$ cat config.mk
export PLATFORM = sky130hd
export DESIGN_NAME = avg_line_raster
export DESIGN_NICKNAME = d
export VERILOG_FILES = /design/src/rtl/avg_line_raster.sv
export SDC_FILE = /design/constraint.sdc
export NUM_CORES = 1
export LEC_CHECK = 0
export CAP_MARGIN = 0
export CELL_PAD_IN_SITES_DETAIL_PLACEMENT = 1
export CELL_PAD_IN_SITES_GLOBAL_PLACEMENT = 2
export CORE_ASPECT_RATIO = 1.2
export CORE_MARGIN = 1
export CORE_UTILIZATION = 38
export DETAILED_ROUTE_END_ITERATION = 8
export PLACE_DENSITY_LB_ADDON = 0.1
export SYNTH_ARGS = -nofsm -noshare
export SYNTH_HDL_FRONTEND = slang
export SYNTH_SLANG_ARGS = --single-unit
$ cat constraint.sdc
create_clock -name clk -period 10.5 [get_ports clk]
set_input_delay 2.1 -clock clk [delete_from_list [all_inputs] [get_ports clk]]
set_output_delay 2.1 -clock clk [all_outputs]
set_load 0.02 [all_outputs]
$ cat src/rtl/avg_line_raster.sv
// Line-queue consumer: pops one segment, rasterizes it with integer Bresenham and
// streams clipped pixel writes to the framebuffer over a valid/ready handshake.
module avg_line_raster #(
  parameter int unsigned XRES = 640,
  parameter int unsigned YRES = 480
) (
  input  logic        clk,
  input  logic        rst_b,
  input  logic        empty,
  input  logic [10:0] QStartX,
  input  logic [10:0] QStartY,
  input  logic [10:0] QEndX,
  input  logic [10:0] QEndY,
  input  logic [2:0]  QColor,
  output logic        read,
  output logic [10:0] pixX,
  output logic [10:0] pixY,
  output logic [2:0]  pixColor,
  output logic        pixValid,
  input  logic        pixReady,
  output logic        busy,
  output logic        lineDone
);

  localparam logic [11:0] XResW = 12'(XRES);
  localparam logic [11:0] YResW = 12'(YRES);

  typedef enum logic [1:0] {StIdle, StSetup, StDraw} state_e;

  state_e state_q, state_d;

  logic [10:0]        x0_q, y0_q, x1_q, y1_q;
  logic [2:0]         col_q, pix_col_q;
  logic [10:0]        dx_q, dy_q;
  logic               sx_neg_q, sy_neg_q;
  logic signed [13:0] err_q;
  logic [10:0]        cur_x_q, cur_y_q;
  logic               line_done_q;

  logic               visible, retire, at_end;
  logic [10:0]        dx_abs, dy_abs;
  logic signed [13:0] err_init, e2, dx_s, dy_s, err_step;
  logic               step_x, step_y;

  always_comb begin
    visible  = ({1'b0, cur_x_q} < XResW) && ({1'b0, cur_y_q} < YResW);
    retire   = (state_q == StDraw) && (!visible || pixReady);
    at_end   = (cur_x_q == x1_q) && (cur_y_q == y1_q);
    dx_abs   = (x1_q >= x0_q) ? (x1_q - x0_q) : (x0_q - x1_q);
    dy_abs   = (y1_q >= y0_q) ? (y1_q - y0_q) : (y0_q - y1_q);
    err_init = $signed({3'b000, dx_abs}) - $signed({3'b000, dy_abs});
    // Both step tests use the pre-step error term.
    e2       = {err_q[12:0], 1'b0};
    dx_s     = $signed({3'b000, dx_q});
    dy_s     = 14'sd0 - $signed({3'b000, dy_q});
    step_x   = (e2 >= dy_s);
    step_y   = (e2 <= dx_s);
    err_step = err_q + (step_x ? dy_s : 14'sd0) + (step_y ? dx_s : 14'sd0);
  end

  always_ff @(posedge clk) begin
    if (!rst_b) begin
      state_q <= StIdle;
    end else begin
      state_q <= state_d;
    end
  end

  always_comb begin
    state_d = state_q;
    unique case (state_q)
      StIdle:  if (!empty) state_d = StSetup;
      StSetup: state_d = StDraw;
      StDraw:  if (retire && at_end) state_d = StIdle;
      default: state_d = StIdle;
    endcase
  end

  always_comb begin
    // Gated by reset so queued entries survive a reset untouched.
    read     = (state_q == StIdle) && !empty && rst_b;
    busy     = (state_q != StIdle);
    pixValid = (state_q == StDraw) && visible;
    pixX     = cur_x_q;
    pixY     = cur_y_q;
    pixColor = pix_col_q;
    lineDone = line_done_q;
  end

  always_ff @(posedge clk) begin
    if (!rst_b) begin
      x0_q        <= '0;
      y0_q        <= '0;
      x1_q        <= '0;
      y1_q        <= '0;
      col_q       <= '0;
      pix_col_q   <= '0;
      dx_q        <= '0;
      dy_q        <= '0;
      sx_neg_q    <= 1'b0;
      sy_neg_q    <= 1'b0;
      err_q       <= '0;
      cur_x_q     <= '0;
      cur_y_q     <= '0;
      line_done_q <= 1'b0;
    end else begin
      line_done_q <= retire && at_end;
      if (state_q == StIdle && !empty) begin
        x0_q  <= QStartX;
        y0_q  <= QStartY;
        x1_q  <= QEndX;
        y1_q  <= QEndY;
        col_q <= QColor;
      end
      if (state_q == StSetup) begin
        dx_q      <= dx_abs;
        dy_q      <= dy_abs;
        sx_neg_q  <= !(x0_q < x1_q);
        sy_neg_q  <= !(y0_q < y1_q);
        err_q     <= err_init;
        cur_x_q   <= x0_q;
        cur_y_q   <= y0_q;
        pix_col_q <= col_q;
      end
      if (retire && !at_end) begin
        if (step_x) cur_x_q <= sx_neg_q ? (cur_x_q - 11'd1) : (cur_x_q + 11'd1);
        if (step_y) cur_y_q <= sy_neg_q ? (cur_y_q - 11'd1) : (cur_y_q + 11'd1);
        err_q <= err_step;
      end
    end
  end

endmodule

Word level (Yosys, flattened, before mapping)
Index checks and enable logic that the tools add are counted.
W data, S select, Z words.
{ "word_totals": {"register_bits": 113, "input_bits": 51, "output_inout_bits": 29, "elab_cells": 76} }
{ "classes": {"n_addsub": 12, "magnitude_cmp": 8, "eq_ne": 6, "n_mux": 17, "n_reduce_logical": 18} }
{ "ops": {"columns": ["cell", "n"], "rows": [
  ["$mux W11", 11],
  ["$sub A11 B11 Y11", 4],
  ["$mux W14", 3],
  ["$add A11 B1 Y11 const B", 2],
  ["$eq A11 B11 Y1", 2],
  ["$ge A11 B11 Y1", 2],
  ["$lt A11 B11 Y1", 2],
  ["$sub A11 B1 Y11 const B", 2],
  ["$add A14 B12 Y14", 1],
  ["$add A14 B14 Y14", 1],
  ["$ge A14 B12 Y1", 1],
  ["$le A14 B12 Y1", 1],
  ["$sub A1 B11 Y12 const A", 1],
  ["$sub A11 B11 Y12", 1],
  ["$lt A11 B10 Y1 const B", 1],
  ["$lt A11 B9 Y1 const B", 1],
  ["$logic_and A1 B1 Y1", 8],
  ["$pmux W2 S3", 1],
  ["$logic_not A1 Y1", 5],
  ["$mux W2", 2],
  ["$ne A2 B2 Y1 const B", 2],
  ["$reduce_bool A2 Y1", 2],
  ["$eq A2 B1 Y1 const B", 1],
  ["$eq A2 B2 Y1 const B", 1],
  ["other kinds (3)", 3]
]} }

Longest topological paths before layout
Gate-level depths: netlist of the first run.
{ "depth": {"depth_word": 8, "ltp_mapped": 23, "depth_no_buf": 23} }

Least setup slack after synthesis of the first run
Ideal clock, no wire load.
{ "synth_path": {"path_kind": "flip-flop to flip-flop", "from": "register dy_q[2]", "to": "register err_q[10]", "setup_time_ps": 116, "arrival_time_ps": 5723, "required_ps": 10384, "setup_slack_ps": 4661, "stages_incl_launch_ff": 22, "cell_sequence": "dfxtp_1 nor3_1 nand2_1 or3_1 nor3_1 ha_1 nand4_1 nor2_1 a211oi_2 mux2i_1 clkbuf_1 nor2_1 fa_1 ha_1 a21o_1 a21o_1 a2111oi_0 nor3_1 a2111oi_0 xor2_1 o21ai_1 a31o_2"} }
{ "synth_via": {"elab_chain_cells": 6} }
{ "synth_lines": {"columns": ["item", "line_no", "text"], "rows": [
  ["start, declared", "34", "logic [10:0] dx_q, dy_q;"],
  ["start signal, assigned", "117", "dy_q <= dy_abs;"],
  ["$sub A1 B11 Y12 *", "55", "dy_s = 14'sd0 - $signed({3'b000, dy_q});"],
  ["$ge A14 B12 Y1", "56", "step_x = (e2 >= dy_s);"],
  ["$mux W14 *", "58", "err_step = err_q + (step_x ? dy_s : 14'sd0) + (step_y ? dx_s : 14'sd0);"],
  ["$add A14 B14 Y14 *", "58", null],
  ["$add A14 B12 Y14 *", "58", null],
  ["$mux W14 *", "125", "if (retire && !at_end) begin"],
  ["end signal, assigned", "120", "err_q <= err_init;"],
  ["end signal, assigned", "128", "err_q <= err_step;"],
  ["end, declared", "36", "logic signed [13:0] err_q;"]
]} }
Mark *: on every way between the ends. The rest lies on a longest branch, timed or not.
A chain may end at the register's enable or synchronous reset.

Worst setup path in the final report of the first run
Ends and elaborated chain as after synthesis.

==> results of run 1 <==
[critical path: stages (launching register included)]
cell and delay, ns:
dfxtp_1 0.37, nor3_1 0.27, nand2_1 0.12, or3_1 0.37, nor3_1 0.59, ha_1 0.42, nand4_1 0.15, nor2_1 0.08
a211oi_2 0.38, mux2i_1 0.24, buf_4 0.22, nor2_1 0.08, fa_1 0.52, ha_1 0.32, a21o_1 0.16, a21o_1 0.21
a2111oi_0 0.68, nor3_1 0.16, a2111oi_0 0.53, xor2_1 0.20, o21ai_1 0.09, a31o_2 0.21
[power groups by stage]
stage / sequential [mW] / clock (mW) / combinational, mW
3_5_place_dp: 0.564 / 0 / 1.38
2_1_floorplan: 0.540 / 0 / 1.01
6_report: 0.553 / 0.357 / 1.38
3_3_place_gp: 0.563 / 0 / 1.36
4_1_cts: 0.554 / 0.363 / 1.39
5_1_grt: 0.560 / 0.380 / 1.54
[layout by cell type (no fill, tap or decap), types with 21 or more instances in the layout]
cell type / count
mux2i_1: 21
ha_1: 108
dfxtp_1: 112
inv_1: 88
nand3_1: 23
clkdlybuf4s50_1: 79
nand2_1: 169
nor3_1: 33
xor2_1: 27
a21oi_1: 127
nor2_1: 79
a211oi_1: 33
a21o_1: 24
xnor2_1: 50
o21ai_0: 36
[cell families after synthesis]
group,count (synthesis)
xor gates and xnor gates,77
DFF,112
buffers and inverters,149
adders and majority gates,127
AOI/OAI and AO/OA,329
muxes,23
and+or+nand+nor,409
[path summary, 6_finish.rpt]
kind,start,cells past startpoint,to
worst max register to register,dy_q[2]$_SDFFE_PN0P_,21,err_q[10]$_SDFFE_PN0P_
worst max-delay path,dy_q[2]$_SDFFE_PN0P_,21,err_q[10]$_SDFFE_PN0P_
worst min register to register,col_q[0]$_SDFFE_PN0P_,2,col_q[0]$_SDFFE_PN0P_
worst min-delay path,col_q[0]$_SDFFE_PN0P_,2,col_q[0]$_SDFFE_PN0P_
[registers in the layout, summed over array words and instances (netlist names)]
register,flops
pixColor,3
lineDone,1
pixX,11
dy_q,11
state_q,2
col_q,3
x0_q,11
x1_q,11
err_q,13
y0_q,11
y1_q,11
dx_q,11
sy_neg_q,1
pixY,11
sx_neg_q,1
[area by class of cell]
class,count,area (sq um),area share (%)
inverter,89,334.1,3.080
timing repair buffer,89,865.8,7.982
clock inverter,6,57.56,0.5306
sequential,112,2242,20.67
tap,325,406.6,3.749
clock buffer,10,229.0,2.111
multi-input combinational,965,6713,61.88
[per-layer routing]
layer	GRT usage, %	routed length, um
met1	32.25	14750
met2	42.10	14960
met3	1.636	490
met4	7.726	757
met5	0	0
[per-stage QoR]
stage | instance area (sq um) | total power [mW] | setup WS, ns | hold WS [ns]
after floorplan | 9560 | 1.552 | 4.661 | 0.4321
after global placement | 10560 | 1.923 | 4.205 | 0.4416
after detailed placement | 10560 | 1.946 | 3.979 | 0.4526
after CTS | 10850 | 2.310 | 3.934 | 0.4638
after global routing | 10850 | 2.481 | 3.383 | 0.4866
final | 10850 | 2.288 | 4.026 | 0.4599
==> key figures, run 1 <==
Status
  • Status: completed

Critical path
  • CP Launch Type: register
  • Critical path arrival: about 6.7 ns
  • Crit-path max FO: 14
  • CP Class: register to register
  • Crit path required time: around 11 ns
  • Critical Path End Type: register
  • Reg2reg setup slack: a little over 4 ns

Power
  • Logic pwr share: between 60% and 70%
  • Worst VDD drop: 0.08123 mV
  • Flop pwr share: between 20% and 30%
  • Switching Fraction: a little under half
  • Switching power: 1.079 mW
  • Pwr Density: about 210 nW/um^2
  • Clock share of power: 15.6%
  • LEAKAGE: 4.429 nW
  • Internal: 1.209 mW

Placement
  • Final HPWL from detailed placement: approximately 24000 um
  • RD Place Congestion: between 0.8 and 0.9
  • DP Cell Count: around 1600
  • Port bufs: a little under 80

Clock network
  • Clk root buf: clkbuf_16
  • Setup bufs post-CTS: 0
  • Clk_lat worst skew: around 0.37 ns
  • CTS sink count: 112
  • Post-CTS sizing: 0
  • CTS Buf Count: 9
  • Clock-pin slew on the worst setup and hold paths: about 0.090 ns
  • CTS tree: built
  • Post-cts hold buffer count: 0
  • Max clock buf depth: 2
  • H-tree level count: 3

STA
  • Post-route setup TNS: 0 ns
  • RSZ-0062 raised after global routing: no
  • Crit path time final: ~6.5 ns
  • Fin. Hold Viols: 0
  • Slew Limit Fails: 0
  • Worst slew pin tran: around 1.1 ns
  • Slew HR: 27.75%
  • # setup viols final: 0
  • Clock skew: about 0.015 ns
  • Final Cycle Share: between 60% and 70%
  • Highest Clock Rate: about 150 MHz

Final layout
  • Layout cell share with drive strength beyond 1: 4.013%
  • Diodes inserted: 0
  • Nets: approximately 1400
  • Final Non-Filler Cells: about 1600
  • Synth-to-Final Area Change: 13.47%
  • Fill count: ~3000
  • Util after Layout: a little over two fifths

Run
  • Max cap viols: 0

Synthesis
  • Post-synth cell types: 74
  • Warnings, synthesis: 0
  • Top post-synthesis cells by count: nand2_1, a21oi_1, dfxtp_1
  • Largest family of logic cells by synthesized area: compound AO/OA/AOI/OAI gates
  • Main synth FF type: dfxtp_1
  • Avg Inst Size Synth: between 7 and 8 sq um
  • Post-synthesis compound-gate area fraction: 22.58%
  • Mapped Cells: 1226
  • Yosys top cell area share: 23.45%
  • Synthesized area: 9560 sq um
  • Seq/Total Area, Yosys: between 20% and 30%
  • Simple-Gate Fraction of Synth Area: between 10% and 20%
  • Synth area leader: dfxtp_1
  • Async SR Flop Fraction: 0%
  • Top area cells in the synthesized netlist: dfxtp_1, ha_1, a21oi_1
  • Post-synth EDFFs: 0
  • Most common cell in the netlist: nand2_1
  • Post-synthesis adder-cell area fraction: 18.11%
  • Multiplexer share of the synthesized area: 2.434%
  • Xor/xnor share of the synthesized area: a little over 7%
  • Synthesized flop and latch total: approximately 110
  • Post-synth net total: approximately 1400

Routing
  • Vias per inst: around 5.5
  • Total routed wirelength: approximately 31000 um
  • Antenna Nets Post-Route: 0
  • Drt wl/cell: a little under 20 um
  • Initial DRT Pass Iterations: 4
  • DRT iter0 DRCs: 412
  • Via count: 8810
  • DRC: 0

Min path
  • Min-delay worst type: register to register

Floorplan
  • Die ar.: between 20000 and 30000 sq um
  • Starting Density: approximately 39%
  • Area of the core: ~25000 sq um
  • Row count: 63
  • Die height: between 150 and 200 um
  • Die width: between 100 and 150 um
  • IO Pins: 80

GRT
  • Total GRT Usage: 24.40%
  • First-pass GRT wire length: just under 50000 um
  • Largest net degree at the start of global routing: 82
  • Total gr overflow: 0
  • Number of global-route vias before repair: 8723
  • Antenna violations before repair: 0
Note: power is estimated with default switching activity, not from simulation.
==> run 2, diff against run 1 <==
Settings changed: CORE_UTILIZATION 38 to 35.
Clock period 10.5 ns to 6.2 ns, I/O delays scaled along.
==> run 2 against run 1 <==
  * Final area is 1.1% higher
  * Register-to-register slack worse by 3.6 ns
  * Wire length is 1.9% higher
  * Highest routed layer unchanged
  * Critical endpoint unchanged
  * Clock skew is 0.0019 ns lower
  * Sequential power is 68% higher
  * Sequential share of layout area is 0.22 points lower
  * Combinational power is 77% higher
==> key figures, run 2 (synthesis gave the netlist of run 1 again) <==
Status
  • Status: completed

Final layout
  • Layout cell share with drive strength beyond 1: under 10%
  • Max FFs per register: 13
  • Most frequent cells in the layout: nand2_1, a21oi_1, dfxtp_1, ha_1, inv_1
  • Diodes inserted: 0
  • Biggest register: err_q
  • Commonest non-fill, non-tap cell in the layout: nand2_1
  • Synth-to-Final Area Change: 14.67%
  • Nets: between 1000 and 1500
  • Fill count: roughly 3200

GRT
  • Total GRT Usage: 23.20%
  • Number of global-route vias before repair: between 9000 and 10000
  • Largest net degree at the start of global routing: 70
  • First-pass GRT wire length: ~50000 um
  • Total gr overflow: 0
  • Antenna violations before repair: 0

STA
  • RSZ-0062 raised after global routing: no
  • Post-route setup TNS: 0 ns
  • Fin. Hold Viols: 0
  • Final Cycle Share: between 90% and 100%
  • Hold WS: 0.4602 ns
  • Highest Clock Rate: roughly 170 MHz
  • # setup viols final: 0
  • Fin worst setup slack: approximately 0.46 ns
  • Worst slew pin tran: between 1 and 1.5 ns
  • Clock skew: ~0.013 ns
  • Slew Limit Fails: 0
  • Crit path time final: 5.740 ns
  • Slew HR: a little over a fifth

Power
  • LEAKAGE: about 4.5 nW
  • Pwr Density: between 300 and 400 nW/um^2
  • Worst VDD drop: 0.1780 mV

Critical path
  • R2R Path End: err_q[10]$_SDFFE_PN0P_
  • CP Launch Type: register
  • Reg2reg setup slack: ~0.46 ns
  • Crit-path max FO: 5
  • RR Startpoint: dy_q[2]$_SDFFE_PN0P_
  • Critical Path End Type: register
  • Critical path arrival: 6.02 ns
  • CP endpoint: err_q[10]$_SDFFE_PN0P_
  • Crit path required time: roughly 6.5 ns
  • CP Launch Point: dy_q[2]$_SDFFE_PN0P_
  • R2R depth: 21
  • CP Class: register to register

Placement
  • RD Place Congestion: slightly below 0.9
  • Pre-CTS WS: ~0.041 ns
  • Final HPWL from detailed placement: between 20000 and 25000 um
  • Port bufs: 79

Clock network
  • Clock-pin slew on the worst setup and hold paths: 0.09 ns
  • Post-cts hold buffer count: 0
  • CTS tree: built
  • Setup bufs post-CTS: 0
  • Post-CTS sizing: 0
  • H-tree level count: 3
  • Clk_lat worst skew: 0.37 ns
  • Clk root buf: clkbuf_16
  • CTS Buf Count: 9
  • CTS sink count: approximately 110
  • Max clock buf depth: 2

Floorplan
  • IO Pins: 80
  • Die width: 152.9 um
  • Area of the core: about 27000 sq um
  • Die height: around 180 um
  • Die ar.: between 20000 and 30000 sq um
  • Starting Density: a little over a third
  • Row count: 65

Min path
  • Hold Startpoint: col_q[2]$_SDFFE_PN0P_
  • Min-delay worst type: register to register

Routing
  • Drt wl/cell: approximately 20 um
  • DRC: 0
  • Total routed wirelength: about 32000 um
  • DRT iter0 DRCs: 323
  • Via count: slightly below 9000
  • Vias per inst: 5.449
  • Antenna Nets Post-Route: 0
  • Initial DRT Pass Iterations: 4

Run
  • Max cap viols: 0
[run 2: changes by cell type in the layout (fill, tap and decap cells not counted), sizes merged]
| cell | before | now |
|---|---|---|
| buf | 10 | 16 |
| inv | 94 | 90 |
| bufinv | 0 | 2 |
| clkinv | 1 | 2 |
[run 2: final cells by class]
type / instances / area, sq um / area share, %
multi-input cells: 965 / 6730 / 61.39
well taps: 335 / 419.2 / 3.823
repair buffers: 95 / 910.9 / 8.309
flip-flops and latches: 112 / 2242 / 20.45
clock inverters: 5 / 86.33 / 0.7875
inverters: 89 / 335.3 / 3.059
clock buffers: 10 / 239.0 / 2.180
[run 2: worst min-delay path by stage]
stage	endpoint	cells after the start
after floorplan	pixColor[0]$_SDFFE_PN0P_	2
after global placement	dx_q[7]$_SDFFE_PN0P_	2
after detailed placement	col_q[2]$_SDFFE_PN0P_	2
after CTS	col_q[2]$_SDFFE_PN0P_	2
after global routing	col_q[2]$_SDFFE_PN0P_	2
final	col_q[2]$_SDFFE_PN0P_	2
[run 2: through the flow]
stage          cells  power (mW)  utilization (%)  cell area, sq um
5_1_grt         1611       4.379            41.22             10960
3_3_place_gp    1596       3.339            39.93             10620
4_1_cts         1611       4.076            41.16             10950
3_5_place_dp    1596       3.376            39.93             10620
2_1_floorplan   1226       2.629                -              9560
6_report        1611       4.047            41.22             10960
[run 2: where the power goes]
group	total, mW	switching (mW)	internal, mW
Combinational	2.44	1.43	1.01
Sequential	0.931	0.130	0.800
Clock	0.678	0.310	0.368
[run 2: critical path, stage by stage (launching register included)]
cell	delay (ns)
dfxtp_1	0.35
nor3_1	0.27
nand2_1	0.12
or3_1	0.38
nor3_1	0.20
xor2_1	0.23
ha_1	0.30
a21oi_1	0.14
a21oi_1	0.09
a211oi_2	0.37
mux2i_2	0.37
nor2_1	0.10
fa_1	0.52
ha_1	0.31
a21o_1	0.16
a21o_1	0.21
a2111oi_2	0.45
nor3_1	0.14
a2111oi_1	0.45
xor2_1	0.19
o21ai_1	0.09
a31o_2	0.21
[run 2: metal layers]
metal | GRT usage (%) | wire length [um]
met5 | 0 | 0
met4 | 9.333 | 1125
met3 | 2.528 | 728
met2 | 40.15 | 15000
met1 | 29.44 | 14690
